[src/rtl/keypad_emu.sv]
// Keypad emulator: one 4x4 matrix key is pressed and held, with a timed bounce phase
// before HELD and another after release. Define KEYPAD_BOUNCE_EN for LFSR-driven contact chatter.
module keypad_emu #(
    parameter int unsigned BOUNCE_CYCLES = 8
) (
    input  logic       clk,
    input  logic       reset,
    input  logic [3:0] r,
    input  logic [3:0] key,
    input  logic       press_req,
    input  logic       release_req,
    output logic [3:0] c,
    output logic       busy,
    output logic       held,
    output logic [7:0] press_count
);

    localparam int unsigned CNT_W = 8;
    localparam logic [CNT_W-1:0] CNT_LOAD = CNT_W'(BOUNCE_CYCLES - 1);

    typedef enum logic [1:0] {
        IDLE           = 2'd0,
        PRESS_BOUNCE   = 2'd1,
        HELD           = 2'd2,
        RELEASE_BOUNCE = 2'd3
    } state_e;

    state_e           state_q;
    logic [3:0]       key_q;
    logic [CNT_W-1:0] cnt_q;
    logic [7:0]       press_count_q;
    logic [7:0]       lfsr_q;
    logic [7:0]       lfsr_d;
    logic             contact;

    // x^8+x^6+x^5+x^4+1, shift-left Fibonacci
    assign lfsr_d = {lfsr_q[6:0], lfsr_q[7] ^ lfsr_q[5] ^ lfsr_q[4] ^ lfsr_q[3]};

    always_ff @(posedge clk or posedge reset) begin
        if (reset) begin
            state_q       <= IDLE;
            key_q         <= 4'h0;
            cnt_q         <= '0;
            press_count_q <= 8'h00;
            lfsr_q        <= 8'hA5;
        end else begin
            lfsr_q <= lfsr_d;
            case (state_q)
                IDLE: begin
                    if (press_req) begin
                        key_q   <= key;
                        cnt_q   <= CNT_LOAD;
                        state_q <= PRESS_BOUNCE;
                    end
                end
                PRESS_BOUNCE: begin
                    if (cnt_q == '0) begin
                        state_q       <= HELD;
                        press_count_q <= press_count_q + 8'd1;
                    end else begin
                        cnt_q <= cnt_q - CNT_W'(1);
                    end
                end
                HELD: begin
                    if (release_req) begin
                        cnt_q   <= CNT_LOAD;
                        state_q <= RELEASE_BOUNCE;
                    end
                end
                RELEASE_BOUNCE: begin
                    if (cnt_q == '0) begin
                        state_q <= IDLE;
                    end else begin
                        cnt_q <= cnt_q - CNT_W'(1);
                    end
                end
                default: state_q <= IDLE;
            endcase
        end
    end

    // Contact level; the final bounce cycle always settles to the target level
    always_comb begin
        contact = 1'b0;
        case (state_q)
            HELD: contact = 1'b1;
`ifdef KEYPAD_BOUNCE_EN
            PRESS_BOUNCE:   contact = (cnt_q == '0) ? 1'b1 : lfsr_q[0];
            RELEASE_BOUNCE: contact = (cnt_q == '0) ? 1'b0 : lfsr_q[0];
`else
            PRESS_BOUNCE:   contact = 1'b1;
            RELEASE_BOUNCE: contact = 1'b0;
`endif
            default: contact = 1'b0;
        endcase
    end

    always_comb begin
        c               = 4'b0000;
        c[key_q[1:0]]   = contact & r[key_q[3:2]];
    end

    assign busy        = (state_q != IDLE);
    assign held        = (state_q == HELD);
    assign press_count = press_count_q;

endmodule

[config.mk]
export PLATFORM = sky130hd
export DESIGN_NAME = keypad_emu
export DESIGN_NICKNAME = d
export VERILOG_FILES = /design/src/rtl/keypad_emu.sv
export SDC_FILE = /design/constraint.sdc
export NUM_CORES = 1
export LEC_CHECK = 0
export CORE_MARGIN = 4
export CORE_UTILIZATION = 37
export CTS_CLUSTER_SIZE = 25
export DETAILED_ROUTE_END_ITERATION = 10
export SKIP_LAST_GASP = 1
export SLEW_MARGIN = 30
export SYNTH_ARGS = -nofsm -noshare
export SYNTH_HDL_FRONTEND = slang
export SYNTH_SLANG_ARGS = --single-unit
export TNS_END_PERCENT = 1
[constraint.sdc]
create_clock -name clk -period 2.06 [get_ports clk]
set_input_delay 0.206 -clock clk [delete_from_list [all_inputs] [get_ports clk]]
set_output_delay 0.206 -clock clk [all_outputs]
set_load 0.005 [all_outputs]
## Yosys cells after proc, flatten, opt, wreduce, memory -nomap -nowiden

Index checks and enable logic that the tools add are counted.

| storage, ports and cells | value |
|---|---|
| register bits after elaboration | 22 |
| input bits | 12 |
| output and inout port bits | 14 |
| word-level logic and storage cells | 43 |

| cells by class | value |
|---|---|
| add/sub/neg operators | 2 |
| magnitude comparators | 3 |
| equal/unequal tests | 8 |
| mux-type cells | 14 |
| bitwise operators | 2 |
| reduce and logical (&&, ||, !) cells | 10 |

Operator list:

| kind | number |
|---|---|
| $mux 8 | 3 |
| $pmux 8 s3 | 1 |
| $ne 2x2->1 const B | 5 |
| $add 8x1->8 const B | 1 |
| $logic_not 8->1 | 1 |
| $mux 2 | 4 |
| $pmux 2 s4 | 1 |
| $sub 8x1->8 const B | 1 |
| $lt 2x3->1 const B | 2 |
| $and 4x4->4 | 1 |
| $eq 2x2->1 const B | 2 |
| $reduce_and 2->1 | 2 |
| $reduce_and 4->1 | 1 |
| $reduce_or 2->1 | 2 |
| $mux 1 | 3 |
| $reduce_and 3->1 | 1 |
| $bmux 1 s2 | 1 |
| $demux 1 s2 | 1 |
| $eq 2x1->1 const B | 1 |
| $ge 2x1->1 const B | 1 |
| $logic_not 2->1 | 1 |
| $reduce_bool 2->1 | 1 |
| $and 1x1->1 | 1 |
| $logic_and 1x1->1 | 1 |

## Logic depth before layout (Yosys ltp)

| logic depth | value |
|---|---|
| depth in word-level cells | 5 |
| depth in mapped cells | 7 |
| mapped depth without buffers | 6 |

## Least setup slack after synthesis

Ideal clock, no wire load.

| timing path | value |
|---|---|
| path kind | register to register |
| from | register cnt_q[0] |
| to | register state_q[1] |
| setup time | 127 ps |
| data arrival time | 1,765 ps |
| data required time | 1,933 ps |
| path slack | 167 ps |
| stages on the path, launching flop included | 7 |
| path buffers | 0 |
| clock period less this slack | 1,893 ps |
| cells stage by stage | dfrtp_1 inv_1 ha_1 or3b_2 nor2_4 o21a_1 mux2_1 |

| between the ends | value |
|---|---|
| word-level cells in the longest chain between the ends | 3 |
| elaborated cells between the ends (all ways) | 4 |
| those cells by class | eq/ne (2); reduce/logical (2) |

RTL lines:

| item | line | source |
|---|---|---|
| start, declared | 30 | `logic [CNT_W-1:0] cnt_q;` |
| start signal, assigned | 61 | `cnt_q <= cnt_q - CNT_W'(1);` |
| start signal, assigned | 74 | `cnt_q <= cnt_q - CNT_W'(1);` |
| $logic_not 8->1 * | 57, 71 |  |
| $ne 2x2->1 (no source line) | n/a |  |
| $reduce_and 4->1 (no source line) * | n/a |  |
| end signal, assigned | 58 | `state_q <= HELD;` |
| end signal, assigned | 72 | `state_q <= IDLE;` |
| end signal, assigned | 77 | `default: state_q <= IDLE;` |
| end, declared | 28 | `state_e state_q;` |

Every way passes the cells marked *; elsewhere a longest branch is shown, timed or not.
A chain may end at the register's enable or synchronous reset.

## Worst setup path in the final report

| timing path | value |
|---|---|
| from | register key_q[2] |
| to | output c[3] |

| between the ends | value |
|---|---|
| word-level cells in the longest chain between the ends | 4 |

RTL lines:

| item | line | source |
|---|---|---|
| start, declared | 29 | `logic [3:0] key_q;` |
| start signal, assigned | 51 | `key_q <= key;` |
| $bmux 1 s2 | 100 | `c[key_q[1:0]] = contact & r[key_q[3:2]];` |
| $mux 1 (not written as such) | 100 |  |
| $and 1x1->1 | 100 |  |
| $and 4x4->4 (no source line) | n/a |  |
| end, declared | 12 | `output logic [3:0] c,` |

No other way between the ends. The select of a mux whose other input is x is not followed.

==> impl_metrics.env <==
export IMPL_status="finished, violations left"
export IMPL_violations="setup timing"
export IMPL_htreeDepth=1
export IMPL_drive_above_1_share_pct=12.2
export IMPL_p_leak_nw=0.741
export IMPL_grt_start_max_net_pins=23
export IMPL_fp_coreArea_um2=3130
export IMPL_end_kind="primary output"
export IMPL_dpl_cell_area_um2=1560
export IMPL_synth_ff_type="dfrtp_1"
export IMPL_cts_tree="done"
export IMPL_avgRoutedWirePerCell_um=13.3
export IMPL_r2r_cells=6
export IMPL_post_route_min_period_ps=2080
export IMPL_clockBufferDepth=2
export IMPL_ff2ff_setup_slack_ps=10
export IMPL_yosys_warnings=0
export IMPL_power_frac_clock_pct=29.3
export IMPL_postSynth_asyncResetShare_pct=100
export IMPL_first_pass_iters=4
export IMPL_post_route_period_util_pct=101
export IMPL_fin_worst_skew_ps=3.45
export IMPL_synth_distinct_cells=36
export IMPL_io_buffers=25
export IMPL_first_global_vias=1008
export IMPL_die_area_um2=4320
export IMPL_power_frac_comb_pct=5.5
export IMPL_seq_area_frac_synth_pct=44.7
export IMPL_cts_made_buffers=3
export IMPL_nFillCells=294
export IMPL_cp_arrival_ps=1880
export IMPL_grt_usage_pct=13.7
export IMPL_cts_root_buf="clkbuf_4"
export IMPL_grt_setup_unrepaired="true"
export IMPL_path_max_fanout=2
export IMPL_vdd_drop_max_mv=0.208
export IMPL_synth_nets=135
export IMPL_p_sw_uw=139
export IMPL_drtAntennaViolNets=0
export IMPL_syn_to_final_growth_pct=29.4
export IMPL_fin_area_um2=1600
export IMPL_whs_ps=229
export IMPL_start_util_pct=39.4
export IMPL_power_density_nw_per_um2=415
export IMPL_grt_overflow_total=0
export IMPL_cts_clk_slew_worst_paths_ps=120
export IMPL_path_cells="mux4_2 -> and4_1 -> clkdlybuf4s50_1"
export IMPL_setup_viol=2
export IMPL_ys_ff_latch=22
export IMPL_die_width_um=65.7
export IMPL_critPathSlowestCell="mux4_2"
export IMPL_p_int_uw=523
export IMPL_slowest_delay_ps=520
export IMPL_layout_nets=169
export IMPL_worst_pin_slew_ps=463
export IMPL_hp_class="primary input to async pin"
export IMPL_rows=20
export IMPL_seqPwrFrac_pct=65.2
export IMPL_grt_pass1_wl_um=4540
export IMPL_routed_via_density=5.08
export IMPL_switching_share_pct=21.0
export IMPL_clk_latency_ps=300
export IMPL_antenna_found_initial=0
export IMPL_die_y_um=65.7
export IMPL_slew_headroom_pct=68.9
export IMPL_gp_congestion=0.778
export IMPL_tns_ps=-41.7
export IMPL_synth_area_um2=1230
export IMPL_netlist_instances=116
export IMPL_timing_final_ws_setup_ps=-21.7
export IMPL_maxSlewViolCount=0
export IMPL_crit_path_start_kind="flop"
export IMPL_first_iter_violations=92
export IMPL_synth_edf_count=0
export IMPL_final_util_pct=51.0
export IMPL_wl_um=2550
export IMPL_crit_required_ps=1850
export IMPL_route_detailed_drc=0
export IMPL_vias=976
export IMPL_diodes=0
export IMPL_ioPinCount=26
export IMPL_cts_sinks=22
export IMPL_finalHoldViolCount=0
export IMPL_dp_hpwl_um=1970
export IMPL_fmax_mhz=480
export IMPL_path_class="flop to primary output"
export IMPL_max_cap_violations=0
export IMPL_syn_area_per_cell_um2=10.6
export IMPL_post_place_ws_ps=6.27
-- registers in the layout, summed over array words and instances (netlist names) --
register / flops
cnt_q: 8
key_q: 4
press_count: 8
state_q: 2
-- cell type report --
cell class / instances / area, µm² / area share, %
multi-input combinational: 84 / 644 / 40.4
sequential: 22 / 551 / 34.5
timing repair buffer: 30 / 289 / 18.1
tap: 44 / 55.1 / 3.45
inverter: 9 / 33.8 / 2.12
clock buffer: 3 / 22.5 / 1.41
-- worst max-delay path: cells and delay by family, from the launching register on --
| kind | cells | cell delay [ps] |
|---|---|---|
| multiplexers | 1 | 520 |
| buffers and inverters | 1 | 450 |
| flip-flops | 1 | 400 |
| AND/OR/NAND/NOR | 1 | 210 |
-- final timing paths --
path | startpoint | endpoint
max reg2reg | cnt_q[0] | state_q[1]
max in group asynchronous | reset | press_count[2]
min | reset | cnt_q[0]
min in group clk | press_count[7] | press_count[7]
max | key_q[2] | c[3]
min reg2reg | press_count[7] | press_count[7]
-- stage by stage --
| stage | cells | total power [mW] |
|---|---|---|
| final | 192 | 0.662 |
| after global routing | 192 | 0.701 |
| after CTS | 192 | 0.676 |
| after detailed placement | 187 | 0.478 |
| after global placement | 187 | 0.477 |
| after floorplan | 116 | 0.450 |
-- synthesized netlist by cell type, types with 2 or more instances --
cell type | instances | area (µm²)
dfrtp_1 | 22 | 551
nand2_1 | 11 | 41.3
inv_1 | 9 | 33.8
ha_1 | 7 | 87.6
xnor2_1 | 5 | 43.8
and3_1 | 4 | 25.0
mux2_2 | 4 | 45.0
nor2_1 | 4 | 15.0
a21oi_1 | 3 | 15.0
mux2_1 | 3 | 33.8
nand2b_1 | 3 | 18.8
nand3_1 | 3 | 15.0
nand4_1 | 3 | 18.8
nor3_1 | 3 | 15.0
o31ai_1 | 3 | 22.5
or4_1 | 3 | 22.5
a31oi_1 | 2 | 12.5
mux2i_1 | 2 | 20.0
nor3b_1 | 2 | 15.0
o21a_1 | 2 | 15.0
o21ai_1 | 2 | 10.0
xor2_1 | 2 | 17.5
-- metal layers --
layer	up-vias	global-route usage, %	wire [µm]
li1	481	-	-
met1	467	16.4	1210
met3	4	3.25	131
met5	-	0	0
met4	0	5.70	44
met2	24	23.2	1160
-- power groups by stage --
stage / registers [mW] / logic [mW] / clock network, mW
after floorplan: 0.440 / 0.0101 / 0
after global placement: 0.440 / 0.0366 / 0
after detailed placement: 0.440 / 0.0378 / 0
after CTS: 0.432 / 0.0379 / 0.207
after global routing: 0.432 / 0.0413 / 0.228
final: 0.432 / 0.0367 / 0.194
-- cells in the final DEF (no fill, tap or decap), drive strengths merged, types with 2 or more instances in the layout --
master          n
a21oi           3
nor4            2
nor2            5
a31oi           2
mux2            7
and3            4
xnor2           5
o21ai           3
ha              7
o31ai           3
nand2          11
nand3           3
dfrtp          22
clkdlybuf4s50  23
xor2            2
nor3            4
nor3b           2
nand2b          3
nand4           3
mux2i           2
buf             5
o21a            2
or4             4
inv             9
clkbuf          3
-- cell families (layout without fill, tap and decap cells) --
kind of cell             after synthesis  after routing  synth area share [%]
XOR/XNOR                               7              7                  4.97
AND/OR/NAND/NOR                       46             46                  23.1
adder cells (fa/ha/maj)                7              7                  7.11
flip-flops                            22             22                  44.7
multiplexers                          10             10                  9.85
buffers and inverters                 10             42                  3.05
AO/OA/AOI/OAI                         14             14                  7.21
-- what timing repair did --
action / in CTS / in global routing
pin swaps: 0 / 0
hold buffers: 0 / 0
setup buffers: 2 / 0
endpoints found under the setup margin: 5 / 4
resized for setup: 1 / 1
No activity file was read; power rests on OpenSTA's default activity.
